==> src/rtl/p4_int_pkg.sv <==
// Shared definitions for the interrupt requester and the instruction-injection controller.
package p4_int_pkg;

  localparam int unsigned NUM_IRQ_DEFAULT = 16;
  localparam int unsigned VEC_W           = 4;

  // Upper opcode bits of the injected INT instruction; the vector fills the low bits.
  localparam logic [11:0] INT_OPCODE_PREFIX = 12'b010001110000;

  typedef enum logic [1:0] {
    IDLE    = 2'd0,
    REQUEST = 2'd1,
    HOLD    = 2'd2
  } int_state_e;

endpackage

==> src/rtl/irq_sync_edge.sv <==
// Per-line synchroniser and rising-edge detector for one asynchronous interrupt line.
module irq_sync_edge #(
  parameter int unsigned SYNC_STAGES = 2
) (
  input  logic clock,
  input  logic reset,
  input  logic irq_async,
  output logic rise_c
);

  logic [SYNC_STAGES-1:0] sync_q, sync_d;
  logic [SYNC_STAGES-1:0] vld_q, vld_d;
  logic                   hist_q, hist_d;
  logic                   hist_vld_q, hist_vld_d;

  // vld tracks which stages hold real post-reset samples, so a line already high
  // when reset releases is not mistaken for a fresh edge.
  always_comb begin
    sync_d     = {sync_q[SYNC_STAGES-2:0], irq_async};
    vld_d      = {vld_q[SYNC_STAGES-2:0], 1'b1};
    hist_d     = sync_q[SYNC_STAGES-1];
    hist_vld_d = vld_q[SYNC_STAGES-1];
    rise_c     = sync_q[SYNC_STAGES-1] & ~hist_q & hist_vld_q;
  end

  always_ff @(posedge clock) begin
    if (!reset) begin
      sync_q     <= '0;
      vld_q      <= '0;
      hist_q     <= 1'b0;
      hist_vld_q <= 1'b0;
    end else begin
      sync_q     <= sync_d;
      vld_q      <= vld_d;
      hist_q     <= hist_d;
      hist_vld_q <= hist_vld_d;
    end
  end

endmodule

==> src/rtl/interrupt_requester.sv <==
// Latches synchronised interrupt edges, arbitrates by fixed priority and holds one
// committed request towards the injection controller until acknowledged.
module interrupt_requester
  import p4_int_pkg::*;
#(
  parameter int unsigned NUM_IRQ     = NUM_IRQ_DEFAULT,
  parameter int unsigned SYNC_STAGES = 2,
  parameter int unsigned HOLDOFF     = 2
) (
  input  logic               clock,
  input  logic               reset,
  input  logic [NUM_IRQ-1:0] irq,
  input  logic               global_en,
  input  logic               mask_we,
  input  logic [NUM_IRQ-1:0] mask_wdata,
  input  logic               int_ack,
  output logic               int_en,
  output logic [VEC_W-1:0]   int_val,
  output logic [NUM_IRQ-1:0] pending,
  output logic [NUM_IRQ-1:0] mask
);

  localparam int unsigned HOLD_W = 4;

  int_state_e         state_q, state_d;
  logic               int_en_q, int_en_d;
  logic [VEC_W-1:0]   int_val_q, int_val_d;
  logic [NUM_IRQ-1:0] pending_q, pending_d;
  logic [NUM_IRQ-1:0] mask_q, mask_d;
  logic [HOLD_W-1:0]  hold_cnt_q, hold_cnt_d;

  logic [NUM_IRQ-1:0] rise_c;
  logic [NUM_IRQ-1:0] eligible;
  logic [NUM_IRQ-1:0] ack_clr;
  logic [VEC_W-1:0]   winner;
  logic               found;

  for (genvar g = 0; g < NUM_IRQ; g++) begin : g_line
    irq_sync_edge #(
      .SYNC_STAGES(SYNC_STAGES)
    ) u_sync_edge (
      .clock    (clock),
      .reset    (reset),
      .irq_async(irq[g]),
      .rise_c   (rise_c[g])
    );
  end

  // Lowest-index eligible line wins.
  always_comb begin
    eligible = pending_q & mask_q;
    winner   = '0;
    found    = 1'b0;
    for (int i = 0; i < int'(NUM_IRQ); i++) begin
      if (eligible[i] && !found) begin
        winner = VEC_W'(i);
        found  = 1'b1;
      end
    end
  end

  always_comb begin
    state_d    = state_q;
    int_en_d   = int_en_q;
    int_val_d  = int_val_q;
    hold_cnt_d = hold_cnt_q;
    ack_clr    = '0;
    mask_d     = mask_we ? mask_wdata : mask_q;

    unique case (state_q)
      IDLE: begin
        if (global_en && found) begin
          int_en_d  = 1'b1;
          int_val_d = winner;
          state_d   = REQUEST;
        end
      end
      REQUEST: begin
        if (int_ack) begin
          ack_clr[int_val_q] = 1'b1;
          int_en_d           = 1'b0;
          hold_cnt_d         = HOLD_W'(HOLDOFF);
          state_d            = HOLD;
        end
      end
      HOLD: begin
        hold_cnt_d = hold_cnt_q - HOLD_W'(1);
        if (hold_cnt_q <= HOLD_W'(1)) begin
          hold_cnt_d = '0;
          state_d    = IDLE;
        end
      end
      default: begin
        int_en_d = 1'b0;
        state_d  = IDLE;
      end
    endcase

    // A new edge on the acknowledged line outranks the clear, so the event survives.
    pending_d = (pending_q & ~ack_clr) | rise_c;
  end

  always_ff @(posedge clock) begin
    if (!reset) begin
      state_q    <= IDLE;
      int_en_q   <= 1'b0;
      int_val_q  <= '0;
      pending_q  <= '0;
      mask_q     <= '0;
      hold_cnt_q <= '0;
    end else begin
      state_q    <= state_d;
      int_en_q   <= int_en_d;
      int_val_q  <= int_val_d;
      pending_q  <= pending_d;
      mask_q     <= mask_d;
      hold_cnt_q <= hold_cnt_d;
    end
  end

  assign int_en  = int_en_q;
  assign int_val = int_val_q;
  assign pending = pending_q;
  assign mask    = mask_q;

endmodule

==> config.mk <==
export PLATFORM = sky130hd
export DESIGN_NAME = interrupt_requester
export DESIGN_NICKNAME = d
export VERILOG_FILES = /design/src/rtl/p4_int_pkg.sv /design/src/rtl/irq_sync_edge.sv /design/src/rtl/interrupt_requester.sv
export SDC_FILE = /design/constraint.sdc
export NUM_CORES = 1
export LEC_CHECK = 0
export ABC_AREA = 0
export CAP_MARGIN = 5
export CORE_MARGIN = 10
export CORE_UTILIZATION = 35
export DETAILED_ROUTE_END_ITERATION = 10
export SLEW_MARGIN = 20
export SYNTH_ARGS = -nofsm -noshare
export SYNTH_HDL_FRONTEND = slang
export SYNTH_SLANG_ARGS = --single-unit
==> constraint.sdc <==
create_clock -name clock -period 1.5 [get_ports clock]
set_input_delay 0.225 -clock clock [delete_from_list [all_inputs] [get_ports clock]]
set_output_delay 0.225 -clock clock [all_outputs]
set_load 0.01 [all_outputs]
Word-level counts from Yosys, hierarchy flattened
Index checks and enable logic that the tools add are counted.
{"block": "totals", "out_inout_bits": 37, "ff_bits": 139, "word_cells": 247}
{"block": "op_classes", "add_sub_neg": 1, "n_mux": 61, "reduce_logical": 38, "n_eq_ne": 5, "n_bitwise": 53, "magnitude_cmp": 3}
{"operator": "$mux 4", "n": 15}
{"operator": "$mux 1", "n": 36}
{"operator": "$and 1x1->1", "n": 32}
{"operator": "$and 16x16->16", "n": 2}
{"operator": "$mux 16", "n": 2}
{"operator": "$logic_and 1x1->1", "n": 17}
{"operator": "$not 1->1", "n": 17}
{"operator": "$not 16->16", "n": 1}
{"operator": "$or 16x16->16", "n": 1}
{"operator": "$logic_not 1->1", "n": 15}
{"operator": "$mux 2", "n": 4}
{"operator": "$pmux 4 s2", "n": 1}
{"operator": "$ne 2x2->1 const B", "n": 3}
{"operator": "$pmux 2 s3", "n": 1}
{"operator": "$reduce_and 3->1", "n": 2}
{"operator": "$lt 4x5->1 const B", "n": 1}
{"operator": "$demux 1 s4", "n": 1}
{"operator": "$ge 4x1->1 const B", "n": 1}
{"operator": "$le 4x1->1 const B", "n": 1}
{"operator": "$reduce_and 2->1", "n": 2}
{"operator": "$sub 4x1->4 const B", "n": 1}
{"operator": "$pmux 1 s3", "n": 1}
{"operator": "$eq 2x1->1 const B", "n": 1}
{"operator": "$eq 2x2->1 const B", "n": 1}
{"operator": "2 further kinds", "n": 2}

Depth between registers and ports, before layout
Gate-level depths: netlist (run 1).
{"block": "depth", "word_depth": 50, "ltp_mapped": 7}

Hierarchy
Synthesis (run 1) repeated with hierarchy kept, for this count alone.
{"block": "unflattened", "cells_unflattened": 408, "area_unflattened_um2": 4444.3}
{"module": "irq_sync_edge", "area_per_inst_um2": 160.2, "seq_area_each_um2": 120.1, "n_inst": 16, "cells_each": 12}
{"module": "interrupt_requester", "area_per_inst_um2": 1881.8, "seq_area_each_um2": 860.8, "n_inst": 1, "cells_each": 216}

Least setup slack after synthesis (run 1)
OpenSTA, ideal clock, no wires.
{"block": "synth_path", "path_kind": "register to register", "from": "register hold_cnt_q[0]", "to": "register hold_cnt_q[3]", "t_arrival_ns": 1.261, "stages_incl_launch_ff": 8, "setup_slack_ns": 0.124, "period_less_slack_ns": 1.376, "required_time_ns": 1.385, "path_cell_list": "dfxtp_1 > inv_1 > ha_1 > nor2_1 > o31ai_1 > o22ai_1 > a21oi_1 > nor2b_1"}
{"block": "synth_between", "elab_chain_len": 3}
{"element": "from (decl)", "line": "interrupt_requester.sv:30", "text": "logic [HOLD_W-1:0] hold_cnt_q, hold_cnt_d;"}
{"element": "from (signal assigned)", "line": "interrupt_requester.sv:117", "text": "hold_cnt_q <= hold_cnt_d;"}
{"element": "$sub 4x1->4 / $le 4x1->1 (equally long branches)", "line": "interrupt_requester.sv:87, interrupt_requester.sv:88"}
{"element": "$mux 4 *", "line": "interrupt_requester.sv:88", "text": "if (hold_cnt_q <= HOLD_W'(1)) begin"}
{"element": "$pmux 4 s2 *", "line": "interrupt_requester.sv:70", "text": "unique case (state_q)"}
Every way passes the cells marked *; elsewhere a longest branch is shown, timed or not.
A chain may end at the register's enable or synchronous reset.

Worst setup path after layout (run 1)
{"block": "layout_path", "from": "register pending_q[7], in the netlist pending[7]", "to": "register int_val_q[3], in the netlist int_val[3]"}
{"block": "layout_between", "elab_chain_len": 29}
{"element": "from (decl)", "line": "interrupt_requester.sv:28", "text": "logic [NUM_IRQ-1:0] pending_q, pending_d;"}
{"element": "from (signal assigned)", "line": "interrupt_requester.sv:115", "text": "pending_q <= pending_d;"}
{"element": "$and 16x16->16 *", "line": "interrupt_requester.sv:51", "text": "eligible = pending_q & mask_q;"}
{"element": "$logic_and 1x1->1 *", "line": "interrupt_requester.sv:55", "text": "if (eligible[i] && !found) begin"}
{"element": "$mux 1", "line": "interrupt_requester.sv:55"}
{"element": "$logic_not 1->1", "line": "interrupt_requester.sv:55"}
{"element": "$logic_and 1x1->1", "line": "interrupt_requester.sv:55"}
{"element": "$mux 1", "line": "interrupt_requester.sv:55"}
{"element": "$logic_not 1->1", "line": "interrupt_requester.sv:55"}
{"element": "$logic_and 1x1->1", "line": "interrupt_requester.sv:55"}
{"element": "[13 not listed]"}
{"element": "$logic_not 1->1", "line": "interrupt_requester.sv:55"}
{"element": "$logic_and 1x1->1", "line": "interrupt_requester.sv:55"}
{"element": "$mux 1", "line": "interrupt_requester.sv:55"}
{"element": "$logic_not 1->1", "line": "interrupt_requester.sv:55"}
{"element": "$logic_and 1x1->1", "line": "interrupt_requester.sv:55"}
{"element": "$mux 1", "line": "interrupt_requester.sv:55"}
{"element": "$logic_and 1x1->1", "line": "interrupt_requester.sv:72", "text": "if (global_en && found) begin"}
{"element": "$reduce_and 2->1 (no line)"}
{"element": "to (signal assigned)", "line": "interrupt_requester.sv:114", "text": "int_val_q <= int_val_d;"}
{"element": "to (decl)", "line": "interrupt_requester.sv:27", "text": "logic [VEC_W-1:0] int_val_q, int_val_d;"}
Marks and branches as above.

==> results of run 1 <==
## cell usage in the layout (no fill, tap or decap), types with 3 or more instances in the layout
master / count
sky130_fd_sc_hd__and2_1: 52
sky130_fd_sc_hd__a21boi_0: 5
sky130_fd_sc_hd__nor2b_1: 20
sky130_fd_sc_hd__dfxtp_1: 76
sky130_fd_sc_hd__a22oi_2: 6
sky130_fd_sc_hd__dfxtp_2: 18
sky130_fd_sc_hd__a21boi_1: 12
sky130_fd_sc_hd__nand2_1: 13
sky130_fd_sc_hd__dlygate4sd2_1: 37
sky130_fd_sc_hd__nor2_1: 4
sky130_fd_sc_hd__mux2i_1: 18
sky130_fd_sc_hd__nand3b_1: 17
sky130_fd_sc_hd__o21ai_1: 10
sky130_fd_sc_hd__o21ai_0: 14
sky130_fd_sc_hd__clkdlybuf4s50_1: 35
sky130_fd_sc_hd__clkbuf_8: 9
sky130_fd_sc_hd__a21oi_1: 4
sky130_fd_sc_hd__a32oi_1: 3
sky130_fd_sc_hd__buf_4: 30
## final cells by class
class	instances	area share, %
well taps	133	3.48
clock inverters	7	1.36
inverters	2	0.157
multi-input cells	215	32.6
flip-flops and latches	94	39.8
clock buffers	9	2.59
repair buffers	106	20.0
## registers in the layout, summed over array words and instances, names as in the netlist
name                           flops
g_line.u_sync_edge.sync_q         32
g_line.u_sync_edge.hist_q         16
mask                              16
pending                           16
hold_cnt_q                         4
int_val                            4
g_line.u_sync_edge.vld_q           2
state_q                            2
g_line.u_sync_edge.hist_vld_q      1
int_en                             1
## stage by stage
stage / setup TNS, ns / std cells
5_1_grt: -0.0977 / 566
6_report: 0 / 566
2_1_floorplan: 0 / 326
3_5_place_dp: -1.86 / 549
3_3_place_gp: -0.983 / 549
4_1_cts: 0 / 565
## power by group through the flow
stage | logic (W) | registers [W] | clock network [W]
6_report | 0.000381 | 0.00264 | 0.00158
5_1_grt | 0.000418 | 0.00265 | 0.00174
4_1_cts | 0.000385 | 0.00264 | 0.00164
3_5_place_dp | 0.000405 | 0.00269 | 0
3_3_place_gp | 0.000403 | 0.00269 | 0
2_1_floorplan | 0.000150 | 0.00270 | 0
## kinds of logic after synthesis
family          after synthesis  share of synthesized area [%]
fa+ha+maj                     2                          0.723
flops                        94                           54.4
compound gates               71                           15.3
mux                          19                           5.53
buf+inv                      17                           2.13
simple gates                123                           21.9
## metal layers
layer | vias up | routed length [µm]
met4 | 0 | 194
met5 | - | 0
met3 | 13 | 451
met2 | 76 | 3550
li1 | 1343 | -
met1 | 1192 | 4030
## worst max-delay path: stages (launching register included)
cell                      delay [ns]
sky130_fd_sc_hd__dfxtp_1        0.34
sky130_fd_sc_hd__a22oi_2        0.25
sky130_fd_sc_hd__nand4_2        0.20
sky130_fd_sc_hd__o211a_4        0.31
sky130_fd_sc_hd__mux2i_1        0.18
sky130_fd_sc_hd__nor2b_1        0.07
## path summary, 6_finish.rpt
kind / start / endpoint / cells after the start
max: pending[7]$_SDFF_PN0_ / int_val[3]$_SDFFE_PN0P_ / 5
min: reset / g_line[15].u_sync_edge.vld_q[0]$_DFF_P_ / 2
max reg2reg: pending[7]$_SDFF_PN0_ / int_val[3]$_SDFFE_PN0P_ / 5
min reg2reg: g_line[8].u_sync_edge.vld_q[1]$_SDFF_PN0_ / g_line[8].u_sync_edge.hist_vld_q$_SDFF_PN0_ / 1
## what timing repair did
action                     CTS  global route
pin swaps                    0             5
hold buffers                 0             0
resized for setup           54            14
setup endpoints to repair   38             7
buffers inserted             0             1
==> results.txt, run 1 <==
Min Clock Period, post-route -> 1.46 ns
Multi-input combinational cell area -> 1560 µm²
Area fraction of the dominant cell type after synthesis -> 54.4%
First-pass GRT wire length -> 13,500 µm
Met1 layer usage reported by global route -> 14.6%
Pin count of the biggest net entering global routing -> 96
Total number of yosys warnings -> 0
Design area -> 4780 µm²
I/O pins -> 74
Finish-stage setup viols -> 0
Maximum achievable frequency -> 0.685 GHz
Number of core rows -> 36
Post-placement cell area -> 4550 µm²
Met2 demand-to-capacity share in global routing -> 17.6%
Die H -> 119 µm
Vias -> 2,624
Area occupied by registers -> 1900 µm²
Die outline width -> 119 µm
Dominant cell by count in the synthesized netlist -> sky130_fd_sc_hd__dfxtp_1
Fraction of registers with async set or reset after synthesis -> 0%
Number of synthesized flops with an enable pin -> 0
Port Buffer Count -> 73
Inserted Clock Buffers -> 9
Detailed placer's ending HPWL -> 5960 µm
Most instantiated flip-flop cell in the synthesis netlist -> sky130_fd_sc_hd__dfxtp_1
Slack of the critical path -> 0.0407 ns
Global routing usage on met3 -> 3.07%
Routed vias/inst -> 4.64
Proportion of synthesized chip area in sequential cells -> 54.4%
DRT Wirelength -> 8220 µm
Largest fanout on the critical path -> 6
Floorplan core area -> 9680 µm²
H-tree lvl count -> 3
Required time of the critical path -> 1.75 ns
Total Power -> 0.00460 W
Switching share of total power -> 24.7%
Routed Antenna Nets -> 0
Filler cell count -> 919
Core Util, Final -> 49.4%
Cell type contributing the most total cell area after synthesis -> sky130_fd_sc_hd__dfxtp_1
Post-synthesis cell area -> 3460 µm²
Max-Slew Margin vs Limit -> 65.6%
Number of antenna violations at the first check in global routing -> 0
Peak VDD IR -> 0.421 mV
TritonCTS clock tree -> yes
Critical Path End Type -> register
Flop and latch count out of synthesis -> 94
Relative contribution of sequential cells to total power -> 57.3%
Data arrival time of the critical path -> 1.71 ns
Clock tree sinks -> 94
Run status -> finished, final reports clean
Commonest cells in the netlist -> sky130_fd_sc_hd__dfxtp_1 (94), sky130_fd_sc_hd__and2_1 (52), sky130_fd_sc_hd__nor2b_1 (20)
Fraction of final layout cells sized beyond drive strength 1 -> 19.9%
Clock root buffer -> sky130_fd_sc_hd__clkbuf_8
Static leakage -> 2.04 nW
Share of total power in combinational logic -> 8.3%
Max-Cap Viols -> 0
Worst reg-to-reg setup slack -> 0.04 ns
Unique cell type count in the Yosys netlist -> 44
Drt initial violations -> 107
Fin nets -> 467
Hold slack final -> 0.247 ns
Diodes inserted -> 0
Net switching power of the design -> 0.00114 W
Total Die Area -> 14,300 µm²
Final-report hold violation count -> 0
Layout Skew -> 0.00810 ns
Number of iterations in the first detailed-routing pass -> 4
Layout overhead on the synthesized area -> 38.3%
DRC -> 0
Power density over the cells -> 961 nW/µm²
Max-slew violation count -> 0
CTS max path bufs -> 2
Startpoint Class -> register
Synth area leaders -> sky130_fd_sc_hd__dfxtp_1 (54%), sky130_fd_sc_hd__and2_1 (9.4%), sky130_fd_sc_hd__mux2i_1 (5.2%)
Worst-margin pin slew -> 0.515 ns
Sum of overflow across all layers after global routing -> 0
Internal power -> 0.00346 W
Worst skew pair latency -> 0.36 ns
Post-route clock period utilization -> 97.3%
Total global-route track usage -> 11.5%
Wirelength per Cell -> 14.5 µm
Initial core utilization -> 35.7%
CTS clock-pin slew for the worst setup and hold paths -> 0.10 ns
Clock group share of total power -> 34.4%
Class of the tightest hold or removal check -> in -> reg
RSZ-0062 raised after global routing -> yes
Global-route layer with the greatest usage -> met2
DP Worst Slack -> -0.177 ns
Synthesized Nets -> 365
Mapped Cells -> 326
Crit path kind -> reg -> reg
Syn_area_per_cell -> 10.6 µm²
Routability Congestion -> 0.800
Via count of the first global-routing pass -> 2,632
Power figures use the tool's default switching activity.
==> run 2, diff against run 1 <==
- GPL_ROUTABILITY_DRIVEN: not set -> 0
- HOLD_SLACK_MARGIN: not set -> 0.05
- clock period: 1.5 -> 1.47 ns (I/O delays scaled with it)
==> run 2 against run 1 <==
Final cell count grew 0.88%. Register-to-register slack is essentially flat. Die area is the same. Critical path depth grew 3. Combinational power grew 3%. Design area grew 0.86%. Sequential cell count is the same. Clock skew grew 0.00060 ns. Critical endpoint is now hold_cnt_q[3]$_SDFFE_PN0P_. Largest cell class unchanged.
==> results.txt, run 2 (synthesized netlist as in run 1, its figures left out) <==
Run status -> finished, final reports clean
Worst-margin pin slew -> 0.493 ns (-0.0220 ns)
Min Clock Period, post-route -> 1.42 ns (-0.0436 ns)
Total Power -> 0.00472 W (+2.6%)
Drt initial violations -> 130 (+21%)
Initial core utilization -> 35.7% (unchanged)
DRT Wirelength -> 8360 µm (+1.7%)
RSZ-0062 raised after global routing -> yes
Filler cell count -> 943 (+2.6%)
Finish-stage setup viols -> 0 (unchanged)
Required time of the critical path -> 1.74 ns (about the same)
Peak VDD IR -> 0.382 mV (-9.2%)
Routed Antenna Nets -> 0 (unchanged)
Number of iterations in the first detailed-routing pass -> 4 (unchanged)
Worst reg-to-reg setup slack -> 0.05 ns (about the same)
Share of total power in combinational logic -> 8.3% (about the same)
Port Buffer Count -> 73 (unchanged)
I/O pins -> 74 (unchanged)
Clock tree sinks -> 94 (unchanged)
Via count of the first global-routing pass -> 2,658 (+0.99%)
Total Die Area -> 14,300 µm² (unchanged)
CTS clock-pin slew for the worst setup and hold paths -> 0.10 ns (about the same)
Commonest non-fill, non-tap cell in the layout -> sky130_fd_sc_hd__dfxtp_1
Vias -> 2,588 (-1.4%)
Data arrival time of the critical path -> 1.68 ns (-0.03 ns)
Sum of overflow across all layers after global routing -> 0 (unchanged)
Fraction of final layout cells sized beyond drive strength 1 -> 21.5% (+1.6 points)
Diodes inserted -> 0 (unchanged)
Maximum achievable frequency -> 0.706 GHz (+3.1%)
Clock root buffer -> sky130_fd_sc_hd__clkbuf_8
Max-slew violation count -> 0 (unchanged)
Floorplan core area -> 9680 µm² (unchanged)
Register with the highest flop count -> g_line.u_sync_edge.sync_q
Worst reg2reg startpoint -> hold_cnt_q[1]$_SDFFE_PN0P_
Cell depth of the worst flop-to-flop path -> 8 (+3)
Layout Skew -> 0.00870 ns (+0.000596 ns)
Hold Crit Endpoint -> g_line[0].u_sync_edge.sync_q[0]$_SDFF_PN0_
DRC -> 0 (unchanged)
Total global-route track usage -> 11.7% (+0.14 points)
Crit path kind -> reg -> reg
Hold depth -> 2 (unchanged)
Routed vias/inst -> 4.53 (-2.2%)
First-pass GRT wire length -> 13,600 µm (+0.66%)
Core Util, Final -> 49.8% (+0.43 points)
Number of core rows -> 36 (unchanged)
Die H -> 119 µm (unchanged)
Sum of negative setup slack -> 0 ns (unchanged)
Layout overhead on the synthesized area -> 39.5%
Max-Cap Viols -> 0 (unchanged)
Wirelength per Cell -> 14.6 µm (+0.85%)
Multi-input combinational cell area -> 1570 µm² (+0.56%)
Relative contribution of sequential cells to total power -> 57.0% (-0.3 points)
Number of flip-flops in the largest register -> 32 (unchanged)
Switching share of total power -> 25.1% (+0.37 points)
Hold path startpoint -> reset
Final-report hold violation count -> 0 (unchanged)
Inserted Clock Buffers -> 9 (unchanged)
Net switching power of the design -> 0.00118 W (+4.2%)
Max-Slew Margin vs Limit -> 67.1% (+1.5 points)
H-tree lvl count -> 3 (unchanged)
Final standard cell count with taps included and fillers excluded -> 571 (+0.88%)
Number of antenna violations at the first check in global routing -> 0 (unchanged)
Static leakage -> 2.07 nW (+1.4%)
R2r endpoint -> hold_cnt_q[3]$_SDFFE_PN0P_
Commonest non-fill, non-tap cells in the layout -> sky130_fd_sc_hd__dfxtp_1 (77), sky130_fd_sc_hd__and2_1 (52), sky130_fd_sc_hd__dlygate4sd2_1 (37)
TritonCTS clock tree -> yes
Detailed placer's ending HPWL -> 6190 µm (+3.9%)
Internal power -> 0.00354 W (+2.1%)
Startpoint Class -> register
Pin count of the biggest net entering global routing -> 62 (-35%)
Power density over the cells -> 978 nW/µm² (+1.8%)
Largest fanout on the critical path -> 3 (-3)
Class of the tightest hold or removal check -> in -> reg
Post-route clock period utilization -> 96.3% (-0.98 points)
Worst skew pair latency -> 0.37 ns (about the same)
Area occupied by registers -> 1900 µm² (about the same)
Total instance count after detailed placement -> 553 (+0.73%)
Clock group share of total power -> 34.7% (+0.3 points)
Fin nets -> 472 (+1.1%)
CTS max path bufs -> 2 (unchanged)
Die outline width -> 119 µm (unchanged)
Critical Path End Type -> register
-- run 2: through the flow --
stage / area, µm² / worst slack (ns) / hold slack [ns]
CTS: 4750 / 0.0123 / 0.220
global placement: 4580 / -0.156 / 0.415
floorplan: 3460 / 0.0940 / 0.248
global route: 4830 / -0.0428 / 0.215
detailed placement: 4580 / -0.188 / 0.418
finish: 4830 / 0.0543 / 0.215
-- run 2: cell type report --
type                    count  area share [%]
clock buffers               9            2.57
well taps                 133            3.45
clock inverters             7            1.35
multi-input cells         215            32.5
repair buffers            111            20.5
inverters                   2           0.156
flip-flops and latches     94            39.4
-- run 2: repair_timing --
| action | in CTS | in global routing |
|---|---|---|
| hold endpoints to repair | 0 | 0 |
| gates resized for setup | 52 | 18 |
| pin swaps | 0 | 6 |
| buffers inserted | 0 | 2 |
| hold buffers | 0 | 0 |
| endpoints found under the setup margin | 38 | 10 |
-- run 2: power by group through the flow --
stage | combinational (W) | sequential, W | clock [W]
final | 0.000394 | 0.00269 | 0.00164
after global routing | 0.000432 | 0.00270 | 0.00179
after CTS | 0.000398 | 0.00269 | 0.00168
after detailed placement | 0.000419 | 0.00275 | 0
after global placement | 0.000415 | 0.00275 | 0
after floorplan | 0.000153 | 0.00276 | 0
-- run 2: metal layers --
| metal | GRT usage, % | vias up | part of all wire [%] |
|---|---|---|---|
| li1 | - | 1342 | - |
| met1 | 15.0 | 1166 | 50 |
| met2 | 17.7 | 69 | 43 |
| met3 | 4.02 | 11 | 5.5 |
| met4 | 4.30 | 0 | 1.9 |
| met5 | 0 | - | 0 |
-- run 2: how the worst max path moves through the flow --
stage                                           from                    endpoint  slack (ns)  cells after the start
after floorplan           hold_cnt_q[0]$_SDFFE_PN0P_  hold_cnt_q[3]$_SDFFE_PN0P_        0.09                      7
after global placement                       int_ack      pending[14]$_SDFF_PN0_       -0.16                      6
after detailed placement                     int_ack      pending[14]$_SDFF_PN0_       -0.19                      6
after CTS                 hold_cnt_q[0]$_SDFFE_PN0P_  hold_cnt_q[3]$_SDFFE_PN0P_        0.01                      8
after global routing      hold_cnt_q[1]$_SDFFE_PN0P_  hold_cnt_q[3]$_SDFFE_PN0P_       -0.04                      8
final                     hold_cnt_q[1]$_SDFFE_PN0P_  hold_cnt_q[3]$_SDFFE_PN0P_        0.05                      8
-- run 2: critical path, stage by stage (launching register included) --
cell and delay [ns]:
sky130_fd_sc_hd__dfxtp_2 0.34, sky130_fd_sc_hd__inv_2 0.08, sky130_fd_sc_hd__ha_1 0.18, sky130_fd_sc_hd__nor2_2 0.06
sky130_fd_sc_hd__o31ai_2 0.27, sky130_fd_sc_hd__buf_4 0.19, sky130_fd_sc_hd__nor3b_4 0.04, sky130_fd_sc_hd__a21oi_2 0.11
sky130_fd_sc_hd__nor2b_1 0.05
==> run 3, diff against run 2 <==
- CAP_MARGIN: 5 -> 40
==> results of run 3 <==
The final DEF is identical to that of run 2; final timing and power are the same.
